[src/rtl/gray_ptr_sync.sv]
// gray_ptr_sync: multi-flop synchronizer for a Gray-coded pointer crossing
// into the clk domain. It produces the synchronized Gray value, its registered
// binary form, and a change pulse with the forward distance moved.
// Optional multibit checker: define GRAY_PTR_SYNC_CHECK_EN to build it.
module gray_ptr_sync #(
  parameter int unsigned ADDR_LEN = 5,
  parameter int unsigned STAGES   = 2
) (
  input  logic              clk,
  input  logic              rstn,
  input  logic [ADDR_LEN:0] in_gray,
  input  logic              err_clr,
  output logic [ADDR_LEN:0] out_gray,
  output logic [ADDR_LEN:0] out_bin,
  output logic              changed,
  output logic [ADDR_LEN:0] delta,
  output logic              err_multibit
);

  localparam int unsigned W = ADDR_LEN + 1;

  if (STAGES < 2 || STAGES > 4) begin : g_bad_stages
    $error("gray_ptr_sync: STAGES must be in 2..4");
  end

  logic [W-1:0] r_sync [STAGES];
  logic [W-1:0] r_bin;
  logic [W-1:0] r_delta;
  logic         r_changed;
  logic [W-1:0] w_out_gray;
  logic [W-1:0] w_bin;
  logic         w_changed;

  // Plain flop chain; nothing may sit between stages.
  always_ff @(posedge clk or negedge rstn) begin
    if (!rstn) begin
      for (int unsigned k = 0; k < STAGES; k++) r_sync[k] <= '0;
    end else begin
      r_sync[0] <= in_gray;
      for (int unsigned k = 1; k < STAGES; k++) r_sync[k] <= r_sync[k-1];
    end
  end

  assign w_out_gray = r_sync[STAGES-1];

  // Gray to binary: each binary bit is the XOR of all Gray bits at or above it.
  always_comb begin
    w_bin = '0;
    for (int unsigned i = 0; i < W; i++) w_bin[i] = ^(w_out_gray >> i);
  end

  assign w_changed = (w_bin != r_bin);

  // Register binary value, change pulse and forward distance together.
  always_ff @(posedge clk or negedge rstn) begin
    if (!rstn) begin
      r_bin     <= '0;
      r_changed <= 1'b0;
      r_delta   <= '0;
    end else begin
      r_bin     <= w_bin;
      r_changed <= w_changed;
      r_delta   <= w_changed ? (w_bin - r_bin) : '0;
    end
  end

  assign out_gray = w_out_gray;
  assign out_bin  = r_bin;
  assign changed  = r_changed;
  assign delta    = r_delta;

`ifdef GRAY_PTR_SYNC_CHECK_EN
  logic         r_err;
  logic [W-1:0] w_prev_gray;
  logic [W-1:0] w_diff;
  logic         w_multi;

  // Previous out_gray is recovered from r_bin, so the checker needs no
  // extra history flop; this fires on the edge after out_gray moves.
  always_comb begin
    w_prev_gray = r_bin ^ (r_bin >> 1);
    w_diff      = w_prev_gray ^ w_out_gray;
    w_multi     = |(w_diff & (w_diff - W'(1)));
  end

  // Sticky multibit flag; a new event wins over a simultaneous clear.
  always_ff @(posedge clk or negedge rstn) begin
    if (!rstn)        r_err <= 1'b0;
    else if (w_multi) r_err <= 1'b1;
    else if (err_clr) r_err <= 1'b0;
  end

  assign err_multibit = r_err;
`else
  logic w_unused_err_clr;
  assign w_unused_err_clr = err_clr;
  assign err_multibit     = 1'b0;
`endif

endmodule

[config.mk]
export PLATFORM = sky130hd
export DESIGN_NAME = gray_ptr_sync
export DESIGN_NICKNAME = d
export VERILOG_FILES = /design/src/rtl/gray_ptr_sync.sv
export SDC_FILE = /design/constraint.sdc
export NUM_CORES = 1
export LEC_CHECK = 0
export ABC_AREA = 1
export BUFFER_PORTS_ARGS = -buffer_cell sky130_fd_sc_hd__buf_2
export CORE_MARGIN = 2
export CORE_UTILIZATION = 45
export CTS_BUF_LIST = sky130_fd_sc_hd__clkbuf_4 sky130_fd_sc_hd__clkbuf_8
export DETAILED_ROUTE_END_ITERATION = 8
export GPL_ROUTABILITY_DRIVEN = 0
export PLACE_DENSITY = 0.82
export SKIP_CTS_REPAIR_TIMING = 1
export SYNTH_ARGS = -nofsm -noshare
export SYNTH_HDL_FRONTEND = slang
export SYNTH_SLANG_ARGS = --single-unit
[constraint.sdc]
create_clock -name clk -period 2.8 [get_ports clk]
set_input_delay 0.56 -clock clk [delete_from_list [all_inputs] [get_ports clk]]
set_output_delay 0.56 -clock clk [all_outputs]
set_load 0.02 [all_outputs]
Word level (Yosys, flattened, before mapping)

Index checks and enable logic that the tools add are counted.

Bits of input ports: 9
Register bits: 25
Logic and storage cells: 14

Reductions and logical operators: 6
Mux-type cells: 1
Add/sub/neg operators: 1
Equality and inequality tests: 1

Operator list:

| kind                | number |
|---|---|
| XOR reduction 6 bit | 6 |
| 2-to-1 mux 6 bit    | 1 |
| != test 6 bit       | 1 |
| subtractor 6 bit    | 1 |

Logic depth before layout (Yosys ltp)

Gate-level depths: netlist (run 1).

Depth after elaboration: 3
Depth in mapped cells: 13
Depth with buffers taken out: 13

Worst setup path before layout (run 1)

No wires, ideal clock.

Kind: reg2reg
From: register r_sync (netlist bit out_gray[5])
To: register r_delta[4], in the netlist delta[4]
Data required time: 2.681 ns
Clock period less this slack: 2.022 ns
Path slack: 0.778 ns
Arrival time: 1.903 ns
Cell stages (with the launch flop): 13
Library setup time: 0.119 ns
Path through: dfrtp_1 > xor2_2 > nand2_1 > nand2_1 > nand2_1 > nand2_1 > inv_1 > ha_1 > fa_1 > nor2_1 > o21ai_0 > a21oi_1 > nor2_1

Cells in the longest elaborated chain, start to end: 3

Ends and longest elaborated chain:

| what                                              | line   | text |
|---|---|---|
| start, declared                                   | 26     | `logic [W-1:0] r_sync [STAGES];` |
| XOR reduction 6 bit (*)                           | 49     | `for (int unsigned i = 0; i < W; i++) w_bin[i] = ^(w_out_gray >> i);` |
| net w_bin[4]                                      | 31     | `logic [W-1:0] w_bin;` |
| subtractor 6 bit or != test 6 bit (tied branches) | 63, 52 |  |
| 2-to-1 mux 6 bit (*)                              | 63     | `r_delta <= w_changed ? (w_bin - r_bin) : '0;` |
| end signal, assigned                              | 63     |  |
| end, declared                                     | 28     | `logic [W-1:0] r_delta;` |

The timed path passes the listed nets; every way through them passes the cells marked *.

Worst setup path in the final report (run 1)

Same ends and word-level chain as after synthesis.

==> results.yml, run 1 <==
worst_setup_path:
  cp-startpoint: "out_gray[5]"
  worst_setup_path_start_kind: "flop"
  endpoint: "delta[4]"
  regToRegSetupSlack_ns: 0.54
  r2r-end: "delta[4]"
  ff2ff_path_depth: 12
  r2r_start: "out_gray[5]"
  worst-setup-path-type: "reg -> reg"
  end_kind: "flop"
  critPathArrivalTime_ns: 2.48
  worstPathRequired_ns: 3.02
  worstPathMaxFanout: 5
worst_hold_path:
  worst_hold_path_type: "in -> async"
timing:
  period_share_pct: 80.63
  timing.fmax_mhz: 443.0
  setup_viol: 0
  rsz0062_at_grt: "no"
  finalClockSkew_ns: 0.003415
  fin_setup_tns_ns: 0
  setup_slack_ns: 0.5425
  hold_viol_final: 0
  drv_slew: 0
  tightest_slew_ns: 0.5138
  max_slew_margin_pct: 65.75
  fin_crit_ns: 2.258
drt:
  drc: 0
  post_drt_wl_per_cell_microns: 9.961
  via_per_inst: 4.697
  drtIter0Drc: 2
  vias: 728
  wl_microns: 1544
  ant_nets: 0
  drtPass1Iterations: 3
place:
  dpl_cell_area_sq_um: 1189
  pre_cts_ws_ns: 0.5429
  port_buffers: 26
  dp_hpwl_microns: 1269
layout:
  antenna_cells: 0
  layout-drive-gt1-share_pct: 26.77
  nFillCells: 211
  final_nets: 143
  fin_area_sq_um: 1219
  area_growth_pct: 13.26
yosys:
  syn_area_sq_um: 1076
  syn_inst: 104
  ys_seq_area_share_pct: 58.14
  synthDistinctLibCells: 18
  syn_avg_cell_area_sq_um: 10.35
  syn_nets: 119
  yosysWarnings: 0
  ys_seq_elements: 25
floorplan:
  dieArea_sq_um: 2798
  core_sq_um: 2233
  rows: 17
  die_w_microns: 52.90
  initial_core_util_pct: 48.18
  die_y_microns: 52.90
  num_io_pins: 29
global_routing:
  track_usage_pct: 12.83
  grt_max_degree: 26
  grt_pass1_vias: 712
  grt_pass1_wl_microns: 2594
  grt_antenna_before_repair: 0
  grt_overflow: 0
clocking:
  clock-sinks: 25
  cts_tree: "done"
  clock_insertion_delay_worst_skew_ns: 0.31
  cts_buffer_depth: 2
  path_clk_slew_ns: 0.13
  cts_buffers: 3
  cts_root_buf: "clkbuf_4"
  h-tree-depth: 1
pwr:
  ir_drop_mv: 0.4960
  p_leak_uw: 0.0006545
  p_per_area_nw_per_um2: 731.0
run_status:
  outcome: "completed"
flow_run:
  drv_cap: 0
[metrics by stage]
stage               cells  hold slack, ns  utilization [%]  power [uW]
detailed placement    151          0.3358            53.22       745.6
global placement      151          0.3318            53.22       730.9
CTS                   155          0.2018            54.57       902.6
floorplan             104          0.2644                -       658.2
global route          155          0.2305            54.57       953.6
finish                155          0.1951            54.57       890.9
[placed cells by master, fill, tap and decap left out]
cell type,count
fa_1,1
inv_1,14
clkbuf_4,3
xor2_2,1
buf_2,26
nand3b_1,2
dfrtp_1,25
conb_1,1
xnor2_1,4
inv_2,1
nor2_1,9
nand3_1,3
ha_1,5
a21oi_1,3
o21ai_0,1
xor2_1,2
o21bai_1,1
clkinvlp_4,1
nand2_1,22
nand2_2,2
[flip-flops by register name, summed over array words and instances, names as in the netlist]
name,flops
out_gray,6
delta,6
r_sync,6
out_bin,6
changed,1
[cells in the mapped netlist (all sizes together)]
cell | n | area, sq um
xor2 | 3 | 33.79
conb | 1 | 3.750
o21bai | 1 | 7.510
fa | 1 | 20.02
buf | 7 | 52.55
nand3b | 2 | 15.01
dfrtp | 25 | 625.6
nand3 | 3 | 15.01
xnor2 | 4 | 35.03
inv | 15 | 56.30
nor2 | 9 | 33.78
o21ai | 1 | 5.000
nand2 | 24 | 95.09
a21oi | 3 | 15.01
ha | 5 | 62.56
[kinds of logic (layout without fill, tap and decap cells)]
| family | after synthesis | count (layout) | share of synthesized area, % |
|---|---|---|---|
| flops | 25 | 25 | 58.14 |
| compound gates | 5 | 5 | 2.558 |
| other cells | 1 | 1 | 0.3485 |
| buf+inv | 22 | 45 | 10.12 |
| xor+xnor | 7 | 7 | 6.396 |
| simple gates | 38 | 38 | 14.77 |
| fa+ha+maj | 6 | 6 | 7.674 |
[area by class of cell]
type                       instances  area [sq um]  area share (%)
clock buffer                       3         22.52           1.848
clock inverter                     1         7.507          0.6160
inverter                          15         56.30           4.620
multi-input combinational         57         341.6           28.03
sequential                        25         625.6           51.33
tap                               28         35.03           2.875
timing repair buffer              26         130.1           10.68
[routing by layer]
layer / GRT usage [%] / share of wire (%)
met2: 22.92 / 55
met1: 13.28 / 38
met5: 0 / 0
met3: 5.932 / 7.5
met4: 3.846 / 0
[where the power goes]
part / switching (uW) / leakage [uW] / internal (uW)
sequential: 21.8 / 0.000288 / 417
clock: 103 / 0.0000139 / 54.6
combinational: 191 / 0.000352 / 103
[critical path, stage by stage, from the launching register on]
cell	delay (ns)
dfrtp_1	0.48
xor2_2	0.23
nand2_1	0.10
nand2_1	0.08
nand2_1	0.05
nand2_1	0.07
inv_1	0.04
ha_1	0.22
fa_1	0.39
nor2_1	0.15
o21ai_0	0.12
a21oi_1	0.16
nor2_1	0.06
[worst min-delay path by stage]
| stage | to | start | cells after the start | slack (ns) |
|---|---|---|---|---|
| floorplan | changed | rstn | 0 | 0.26 |
| global placement | out_gray[5] | r_sync[11] | 0 | 0.33 |
| detailed placement | out_gray[5] | r_sync[11] | 0 | 0.34 |
| CTS | out_bin[5] | rstn | 1 | 0.20 |
| global route | out_bin[5] | rstn | 1 | 0.23 |
| finish | out_bin[5] | rstn | 1 | 0.20 |
(Power assumes the default switching activity.)
==> run 2, diff against run 1 <==
==> constraint.sdc (replaced) <==
create_clock -name clk -period 2.1 [get_ports clk]
set_input_delay 0.42 -clock clk [delete_from_list [all_inputs] [get_ports clk]]
set_output_delay 0.42 -clock clk [all_outputs]
set_load 0.02 [all_outputs]
==> results.yml, run 2 (same netlist as run 1, synthesis figures left out) <==
worst_setup_path:
  critPathArrivalTime_ns: 2.30
  crit_slowest_cell: "dfrtp_2"
  crit_path_frequent_cell: "nand2_2"
  crit_chain: "xor2_2, nand2_1, nand2_2, nand2_2, nand2_2, inv_2, ha_4, fa_2, nor2_4, o21ai_2, nand3_1, nand2_1, nor2_1"
  worst_setup_path_start_kind: "flop"
  worstPathMaxFanout: 3
  crit_buf_inv: 1
  path_delay_family: "simple AND/OR/NAND/NOR gates"
  worst-setup-path-type: "reg -> reg"
  worstPathRequired_ns: 2.36
  slowest_delay_ns: 0.47
  end_kind: "flop"
layout:
  fin_util_pct: 58.66
  finalNonFillerCells: 161
  final_cell_mix: "26 x buf_2, 23 x dfrtp_1, 18 x nand2_1"
  final_nets: 149
  fin_area_sq_um: 1310
  final_common_cell: "buf_2"
  antenna_cells: 0
  nFillCells: 198
  layout-drive-gt1-share_pct: 39.10
  area_growth_pct: 21.74
timing:
  tightest_slew_ns: 0.5349
  fin_setup_tns_ns: 0
  finalClockSkew_ns: 0.003963
  timing.fmax_mhz: 489.9
  fin_crit_ns: 2.041
  period_share_pct: 97.20
  setup_viol: 0
  drv_slew: 0
  rsz0062_at_grt: "yes"
  max_slew_margin_pct: 64.34
  hold_viol_final: 0
drt:
  wl_microns: 1730
  drtIter0Drc: 7
  vias: 758
  post_drt_wl_per_cell_microns: 10.75
  drtPass1Iterations: 4
  via_per_inst: 4.708
  ant_nets: 0
  drc: 0
clocking:
  path_clk_slew_ns: 0.13
  cts_tree: "done"
  cts_root_buf: "clkbuf_4"
  cts_buffer_depth: 2
  h-tree-depth: 1
  cts_buffers: 3
  clock_insertion_delay_worst_skew_ns: 0.32
  clock-sinks: 25
pwr:
  p_int_uw: 827.3
  switching_share_pct: 35.29
  power_uw: 1279
  ir_drop_mv: 0.5500
  power.net_switching_uw: 451.3
  p_comb_share_pct: 36.4
  p_leak_uw: 0.0006928
  power_frac_seq_pct: 45.9
  p_per_area_nw_per_um2: 976.0
  clkPwrFrac_pct: 17.7
floorplan:
  die_w_microns: 52.90
  rows: 17
  num_io_pins: 29
  core_sq_um: 2233
  initial_core_util_pct: 48.18
  dieArea_sq_um: 2798
  die_y_microns: 52.90
run_status:
  outcome: "completed"
flow_run:
  drv_cap: 0
global_routing:
  grt_max_degree: 26
  grt_antenna_before_repair: 0
  grt_overflow: 0
  track_usage_pct: 13.71
  grt_pass1_wl_microns: 2628
  grt_pass1_vias: 728
place:
  place_inst: 156
  dpl_cell_area_sq_um: 1226
  port_buffers: 26
  dp_hpwl_microns: 1299
worst_hold_path:
  worst_hold_path_type: "in -> async"
[run 2: cell types whose count changed in the layout (fill, tap and decap cells not counted), moves of 2 or more]
cell	previous run	this run
buf_4	0	6
dfrtp_1	25	23
dfrtp_2	0	2
nand2_2	2	6
nand2_1	22	18
[run 2: power groups by stage]
stage / sequential (uW) / clock, uW / combinational (uW)
finish: 587 / 226 / 465
floorplan: 684 / 0 / 194
global placement: 592 / 0 / 404
CTS: 586 / 230 / 420
detailed placement: 596 / 0 / 419
global route: 597 / 253 / 513
[run 2: worst paths after layout]
kind	cells past startpoint	to	slack (ns)	from
setup / recovery	13	delta[4]	0.06	out_gray[5]
hold / removal	1	delta[1]	0.06	rstn
setup reg to reg	13	delta[4]	0.06	out_gray[5]
hold reg to reg	0	out_gray[2]	0.36	r_sync[8]
max in group asynchronous	1	out_gray[5]	1.65	rstn
min in group clk	1	r_sync[6]	0.19	in_gray[0]
[run 2: through the flow]
| stage | hold WS, ns | setup slack (ns) |
|---|---|---|
| finish | 0.05722 | 0.05878 |
| global route | 0.09051 | -0.09915 |
| CTS | 0.07418 | -0.1442 |
| detailed placement | 0.3381 | -0.07523 |
| global placement | 0.3324 | -0.03082 |
| floorplan | 0.1244 | 0.07776 |
[run 2: layout make-up]
type                    count  area (sq um)  share of cell area (%)
inverters                  15         56.30                   4.298
clock buffers               4         30.03                   2.292
multi-input cells          57         385.4                   29.42
repair buffers             32         175.2                   13.37
well taps                  28         35.03                   2.674
flip-flops and latches     25         628.1                   47.95
[run 2: metal layers]
metal	global-route usage (%)	vias to the layer above	part of all wire, %	wire (microns)
met5	0	-	0	0
met4	9.829	0	2.8	49
met3	3.955	7	6.8	118
met2	26.46	33	55	946
met1	11.50	352	36	615
li1	-	366	-	-
